$ cat src/rtl/phase_sequencer_if.sv
// Handshake bundle between control_logic (master) and the phase sequencer (slave).
// insn_count width must match the sequencer's CNT_W.
interface phase_sequencer_if #(
  parameter int CNT_W = 16
);
  logic [2:0]       nstate;
  logic [2:0]       op;
  logic             rd;
  logic             wr;
  logic             mem_rdy;
  logic             run;
  logic             step;
  logic [2:0]       pstate;
  logic             advance;
  logic             insn_done;
  logic             halted;
  logic             bus_err;
  logic [CNT_W-1:0] insn_count;

  modport master (
    output nstate, op, rd, wr, mem_rdy, run, step,
    input  pstate, advance, insn_done, halted, bus_err, insn_count
  );

  modport slave (
    input  nstate, op, rd, wr, mem_rdy, run, step,
    output pstate, advance, insn_done, halted, bus_err, insn_count
  );
endinterface

$ cat src/rtl/phase_sequencer.sv
// Present-phase register plus run/step/halt controller for the MCU instruction
// cycle; stalls on memory wait states and traps to a bus error on timeout.
module phase_sequencer #(
  parameter logic [2:0] HLT_OP   = 3'b000,
  parameter int         WAIT_MAX = 8,
  parameter int         CNT_W    = 16
) (
  input  logic              clk,
  input  logic              rst,
  phase_sequencer_if.slave  bus
);

  typedef enum logic [2:0] {
    MODE_IDLE,
    MODE_RUN,
    MODE_STEP,
    MODE_HALT,
    MODE_ERR
  } mode_t;

  localparam logic [7:0] WAIT_LAST = 8'(WAIT_MAX - 1);

  mode_t            mode_reg, mode_next;
  logic [2:0]       pstate_reg;
  logic             insn_done_reg;
  logic             halted_reg;
  logic             bus_err_reg;
  logic [CNT_W-1:0] insn_count_reg;
  logic [7:0]       wait_cnt_reg, wait_cnt_next;

  logic stall, active, advance, boundary, halt_hit, timeout;

  always_comb begin
    stall     = (bus.rd | bus.wr) & ~bus.mem_rdy;
    active    = (mode_reg == MODE_RUN) || (mode_reg == MODE_STEP);
    advance   = active & ~stall;
    boundary  = advance & (bus.nstate == 3'd0);
    halt_hit  = boundary & (bus.op == HLT_OP);
    timeout   = active & stall & (wait_cnt_reg == WAIT_LAST);
    mode_next = mode_reg;

    // Wait counter saturates rather than wrapping so a long stall can never alias.
    if (active && stall) begin
      wait_cnt_next = (wait_cnt_reg == 8'hFF) ? wait_cnt_reg : wait_cnt_reg + 8'd1;
    end else begin
      wait_cnt_next = 8'd0;
    end

    case (mode_reg)
      MODE_IDLE: begin
        if (bus.run) begin
          mode_next = MODE_RUN;
        end else if (bus.step) begin
          mode_next = MODE_STEP;
        end
      end
      MODE_RUN: begin
        if (timeout) begin
          mode_next = MODE_ERR;
        end else if (halt_hit) begin
          mode_next = MODE_HALT;
        end else if (boundary && !bus.run) begin
          mode_next = MODE_IDLE;
        end
      end
      MODE_STEP: begin
        if (timeout) begin
          mode_next = MODE_ERR;
        end else if (halt_hit) begin
          mode_next = MODE_HALT;
        end else if (boundary) begin
          mode_next = MODE_IDLE;
        end
      end
      MODE_HALT: mode_next = MODE_HALT;
      MODE_ERR:  mode_next = MODE_ERR;
      default:   mode_next = MODE_IDLE;
    endcase
  end

  always_ff @(posedge clk) begin
    if (rst) begin
      mode_reg       <= MODE_IDLE;
      pstate_reg     <= 3'd0;
      insn_done_reg  <= 1'b0;
      halted_reg     <= 1'b0;
      bus_err_reg    <= 1'b0;
      insn_count_reg <= '0;
      wait_cnt_reg   <= 8'd0;
    end else begin
      mode_reg      <= mode_next;
      wait_cnt_reg  <= wait_cnt_next;
      insn_done_reg <= boundary;
      if (advance) begin
        pstate_reg <= bus.nstate;
      end
      if (boundary) begin
        insn_count_reg <= insn_count_reg + CNT_W'(1);
      end
      if (halt_hit) begin
        halted_reg <= 1'b1;
      end
      if (timeout) begin
        bus_err_reg <= 1'b1;
      end
    end
  end

  assign bus.pstate     = pstate_reg;
  assign bus.advance    = advance;
  assign bus.insn_done  = insn_done_reg;
  assign bus.halted     = halted_reg;
  assign bus.bus_err    = bus_err_reg;
  assign bus.insn_count = insn_count_reg;

endmodule

$ cat src/flat_wrapper.sv
// flat-port wrapper written by rule: the top's interface ports become plain ports
module phase_sequencer_flat 
#(
  parameter logic [2:0] HLT_OP   = 3'b000,
  parameter int         WAIT_MAX = 8,
  parameter int         CNT_W    = 16
)
  (clk, rst, bus_nstate, bus_op, bus_rd, bus_wr, bus_mem_rdy, bus_run, bus_step, bus_pstate, bus_advance, bus_insn_done, bus_halted, bus_bus_err, bus_insn_count);
  phase_sequencer_if #(.CNT_W(CNT_W)) bus_i ();
  input  logic clk;
  input  logic rst;
  input wire logic [$bits(bus_i.nstate)-1:0] bus_nstate;
  input wire logic [$bits(bus_i.op)-1:0] bus_op;
  input wire logic [$bits(bus_i.rd)-1:0] bus_rd;
  input wire logic [$bits(bus_i.wr)-1:0] bus_wr;
  input wire logic [$bits(bus_i.mem_rdy)-1:0] bus_mem_rdy;
  input wire logic [$bits(bus_i.run)-1:0] bus_run;
  input wire logic [$bits(bus_i.step)-1:0] bus_step;
  output wire logic [$bits(bus_i.pstate)-1:0] bus_pstate;
  output wire logic [$bits(bus_i.advance)-1:0] bus_advance;
  output wire logic [$bits(bus_i.insn_done)-1:0] bus_insn_done;
  output wire logic [$bits(bus_i.halted)-1:0] bus_halted;
  output wire logic [$bits(bus_i.bus_err)-1:0] bus_bus_err;
  output wire logic [$bits(bus_i.insn_count)-1:0] bus_insn_count;
  assign bus_i.nstate = bus_nstate;
  assign bus_i.op = bus_op;
  assign bus_i.rd = bus_rd;
  assign bus_i.wr = bus_wr;
  assign bus_i.mem_rdy = bus_mem_rdy;
  assign bus_i.run = bus_run;
  assign bus_i.step = bus_step;
  assign bus_pstate = bus_i.pstate;
  assign bus_advance = bus_i.advance;
  assign bus_insn_done = bus_i.insn_done;
  assign bus_halted = bus_i.halted;
  assign bus_bus_err = bus_i.bus_err;
  assign bus_insn_count = bus_i.insn_count;
  phase_sequencer #(.HLT_OP(HLT_OP), .WAIT_MAX(WAIT_MAX), .CNT_W(CNT_W)) u_core (.clk(clk), .rst(rst), .bus(bus_i));
endmodule
$ cat config.mk
export PLATFORM = sky130hd
export DESIGN_NAME = phase_sequencer_flat
export DESIGN_NICKNAME = d
export VERILOG_FILES = /design/src/rtl/phase_sequencer_if.sv /design/src/rtl/phase_sequencer.sv /design/src/flat_wrapper.sv
export SDC_FILE = /design/constraint.sdc
export NUM_CORES = 1
export LEC_CHECK = 0
export ABC_AREA = 1
export CAP_MARGIN = 20
export CORE_UTILIZATION = 45
export CTS_BUF_LIST = sky130_fd_sc_hd__clkbuf_8
export CTS_CLUSTER_SIZE = 16
export DETAILED_ROUTE_END_ITERATION = 16
export PLACE_DENSITY_LB_ADDON = 0.15
export SYNTH_ARGS = -nofsm -noshare
export SYNTH_HDL_FRONTEND = slang
export SYNTH_SLANG_ARGS = --single-unit
$ cat constraint.sdc
create_clock -name clk -period 1.4 [get_ports clk]
set_input_delay 0.14 -clock clk [delete_from_list [all_inputs] [get_ports clk]]
set_output_delay 0.14 -clock clk [all_outputs]
set_load 0.1 [all_outputs]
==> results by group <==
Run status
  – Status: finished with violations
  – Failing checks: setup timing

Finish
  – Ratio of cells with drive above 1 in the final layout: 44.6%
  – Post-route non-filler standard cell count: 384
  – # nets final: 350
  – Commonest non-fill, non-tap cell in the layout: nand2_1
  – Most frequent cells in the layout: nand2_1 (44), buf_4 (33), inv_1 (28)
  – Number of fill cells: 237
  – Antenna Diode Count: 0
  – Largest register FFs: 16
  – Area Overhead vs Synth: 69.1%

Critical path
  – Arrival @ worst endpoint: approximately 1.7 ns
  – Critical path launch point type: flop
  – Critical path peak fanout: 5
  – Crit path kind: reg2reg
  – Critical Path RT: between 1.5 and 2 ns
  – Setup crit end kind: flop

GRT
  – Vias in the first global route: between 1500 and 2000
  – Global route total overflow: 0
  – GRT Total Usage: approximately 25%
  – Antenna violations before repair: 0
  – Largest net degree at the start of global routing: 18
  – First-pass GRT wire length: 8.02 mm

Logic synthesis
  – Mean Syn Cell Area: 6.92 um^2
  – Cell variety after synth: 31
  – Syn nets: 274
  – Synthesized area: 1790 um^2
  – Seq cells post-synth: 33
  – YS warnings: 0
  – Seq/Total Area, Yosys: 36.9%
  – Cells after Synth: 259

Placed design
  – # placed instances: 371
  – Port bufs: 35
  – Setup slack at placement: -0.254 ns
  – Post-DP HPWL: 3.40 mm
  – Gp weighted congestion: approximately 0.93

Timing
  – Clock skew: 0.00594 ns
  – FMAX: 680 MHz
  – Max Slew Vio Count: 0
  – Final-report setup violation count: 3
  – Setup ws final: -0.0701 ns
  – RSZ-0062 raised after global routing: yes
  – Slew HR: approximately 80%
  – Setup_tns: -0.138 ns
  – Final Hold Viols: 0
  – Tmin final: 1.47 ns
  – Crit share post-route: 105%
  – Tightest Pin Transition: 0.289 ns

Route
  – Detailed Routing Iterations Pass 1: 4
  – Average wire per standard cell: 13.1 um
  – WL met2: 2.46 mm
  – Vias per cell: between 5 and 6
  – DRT met1 WL: 2.13 mm
  – Remaining antenna violation count: 0
  – WL met3: between 300 and 400 um
  – Final wirelength: 5.02 mm
  – Initial drt markers: 112
  – Topmost layer with routed signal wires: met4
  – Routed vias: 1956
  – Post-route DRC: 0

Die
  – Ports: 36
  – Height of the die: between 60 and 70 um
  – Initial core utilization: 47.9%
  – Die ar.: 4240 um^2
  – Chip width: 65.1 um
  – Row count: 22
  – Core area: 3740 um^2

Clock tree
  – Clock buffer depth: 2
  – Htree depth: 2
  – Root Driver: clkbuf_8
  – Worst-Skew Late Latency: 0.29 ns
  – Inserted Clock Buffers: 5
  – # clock sinks: 33
  – Worst-path clk slew: 0.07 ns
  – CTS tree: built

Flow run
  – Max-Cap Viols: 0

Pwr
  – Leakage power: ~0.0013 uW
  – PnR Total Power: between 2000 and 2500 uW
  – Power Density: slightly above 800 nW/um^2
  – Max IR drop VDD: 0.000746 V

Worst hold path
  – HP Class: in2reg
==> routing by layer <==
| metal | global-route usage (%) | vias to the layer above |
|---|---|---|
| li1 | - | 991 |
| met1 | 31.2 | 891 |
| met3 | 5.38 | 11 |
| met4 | 10.3 | 0 |
| met5 | 0 | - |
| met2 | 41.1 | 63 |
==> power by group <==
part           switching [uW]  leakage [uW]  internal (uW)
combinational             385      0.000961            270
sequential               38.6      0.000276            974
clock                     362     0.0000542            444
==> final cells by class <==
cell class | instances | area [um^2] | share of cell area, %
Clock inverter | 1 | 5.00 | 0.165
Inverter | 34 | 140 | 4.63
Sequential cell | 33 | 688 | 22.7
Multi-Input combinational cell | 188 | 1140 | 37.5
Tap cell | 48 | 60.1 | 1.98
Clock buffer | 7 | 96.3 | 3.18
Timing Repair Buffer | 73 | 902 | 29.8
==> per-stage QoR <==
step	util (%)	hold WS (ns)	cell area, um^2
2_1_floorplan	-	0.288	1810
3_3_place_gp	71.3	0.468	2670
3_5_place_dp	71.3	0.473	2670
4_1_cts	75.2	0.435	2820
5_1_grt	80.9	0.471	3030
6_report	80.9	0.464	3030
==> kinds of logic after synthesis <==
group / count (synthesis) / synth area share, %
compound gates: 47 / 16.0
xor+xnor: 5 / 2.44
buf+inv: 38 / 9.01
fa+ha+maj: 2 / 1.40
simple gates: 134 / 34.3
flops: 33 / 36.9
==> cell usage after synthesis <==
| library cell | n | area (um^2) |
|---|---|---|
| dfxtp_1 | 33 | 661 |
| a21oi_1 | 15 | 75.1 |
| nand3_2 | 1 | 10.0 |
| nand3b_1 | 1 | 7.51 |
| o21ai_0 | 16 | 80.1 |
| nand2_1 | 52 | 195 |
| or2_2 | 2 | 12.5 |
| a31oi_1 | 1 | 6.26 |
| xor2_1 | 2 | 17.5 |
| nor3_1 | 8 | 40.0 |
| nand4_1 | 4 | 25.0 |
| a21oi_2 | 10 | 87.6 |
| o31ai_1 | 1 | 7.51 |
| inv_1 | 31 | 116 |
| clkbuf_1 | 2 | 7.51 |
| clkinv_2 | 1 | 5.00 |
| inv_2 | 2 | 7.51 |
| ha_1 | 2 | 25.0 |
| o21bai_1 | 1 | 7.51 |
| nor3b_2 | 1 | 12.5 |
| nor3_2 | 1 | 10.0 |
| nand2_4 | 1 | 11.3 |
| nor2_4 | 2 | 22.5 |
| buf_2 | 1 | 5.00 |
| o21ai_2 | 2 | 17.5 |
| buf_12 | 1 | 20.0 |
| nand3_1 | 17 | 85.1 |
| xnor2_1 | 3 | 26.3 |
| o21ai_1 | 1 | 5.00 |
| nand2_2 | 7 | 43.8 |
| nor2_1 | 37 | 139 |
==> path summary, 6_finish.rpt <==
path                               start                     end  slack (ns)  depth (start not counted)
setup / recovery  u_core.wait_cnt_reg[1]  u_core.wait_cnt_reg[4]       -0.07                          8
hold / removal             bus_nstate[1]    u_core.bus.pstate[1]        0.46                          3
setup reg to reg  u_core.wait_cnt_reg[1]  u_core.wait_cnt_reg[4]       -0.07                          8
hold reg to reg   u_core.wait_cnt_reg[6]  u_core.wait_cnt_reg[6]        0.48                          2
==> critical path, stage by stage (launching register included) <==
cell and delay, ns:
dfxtp_2 0.36, ha_4 0.16, nand2_4 0.06, inv_4 0.07
nand3_4 0.07, nor3_4 0.31, nor2_2 0.10, o21ai_1 0.16
a21oi_1 0.06
==> timing repair <==
item,4_1_cts,5_1_grt
resized for setup,6,57
buffers inserted,2,2
pin swaps,1,15
hold buffers,0,0
cloned,0,1
endpoints found under the setup margin,7,27
(Power assumes the default switching activity.)
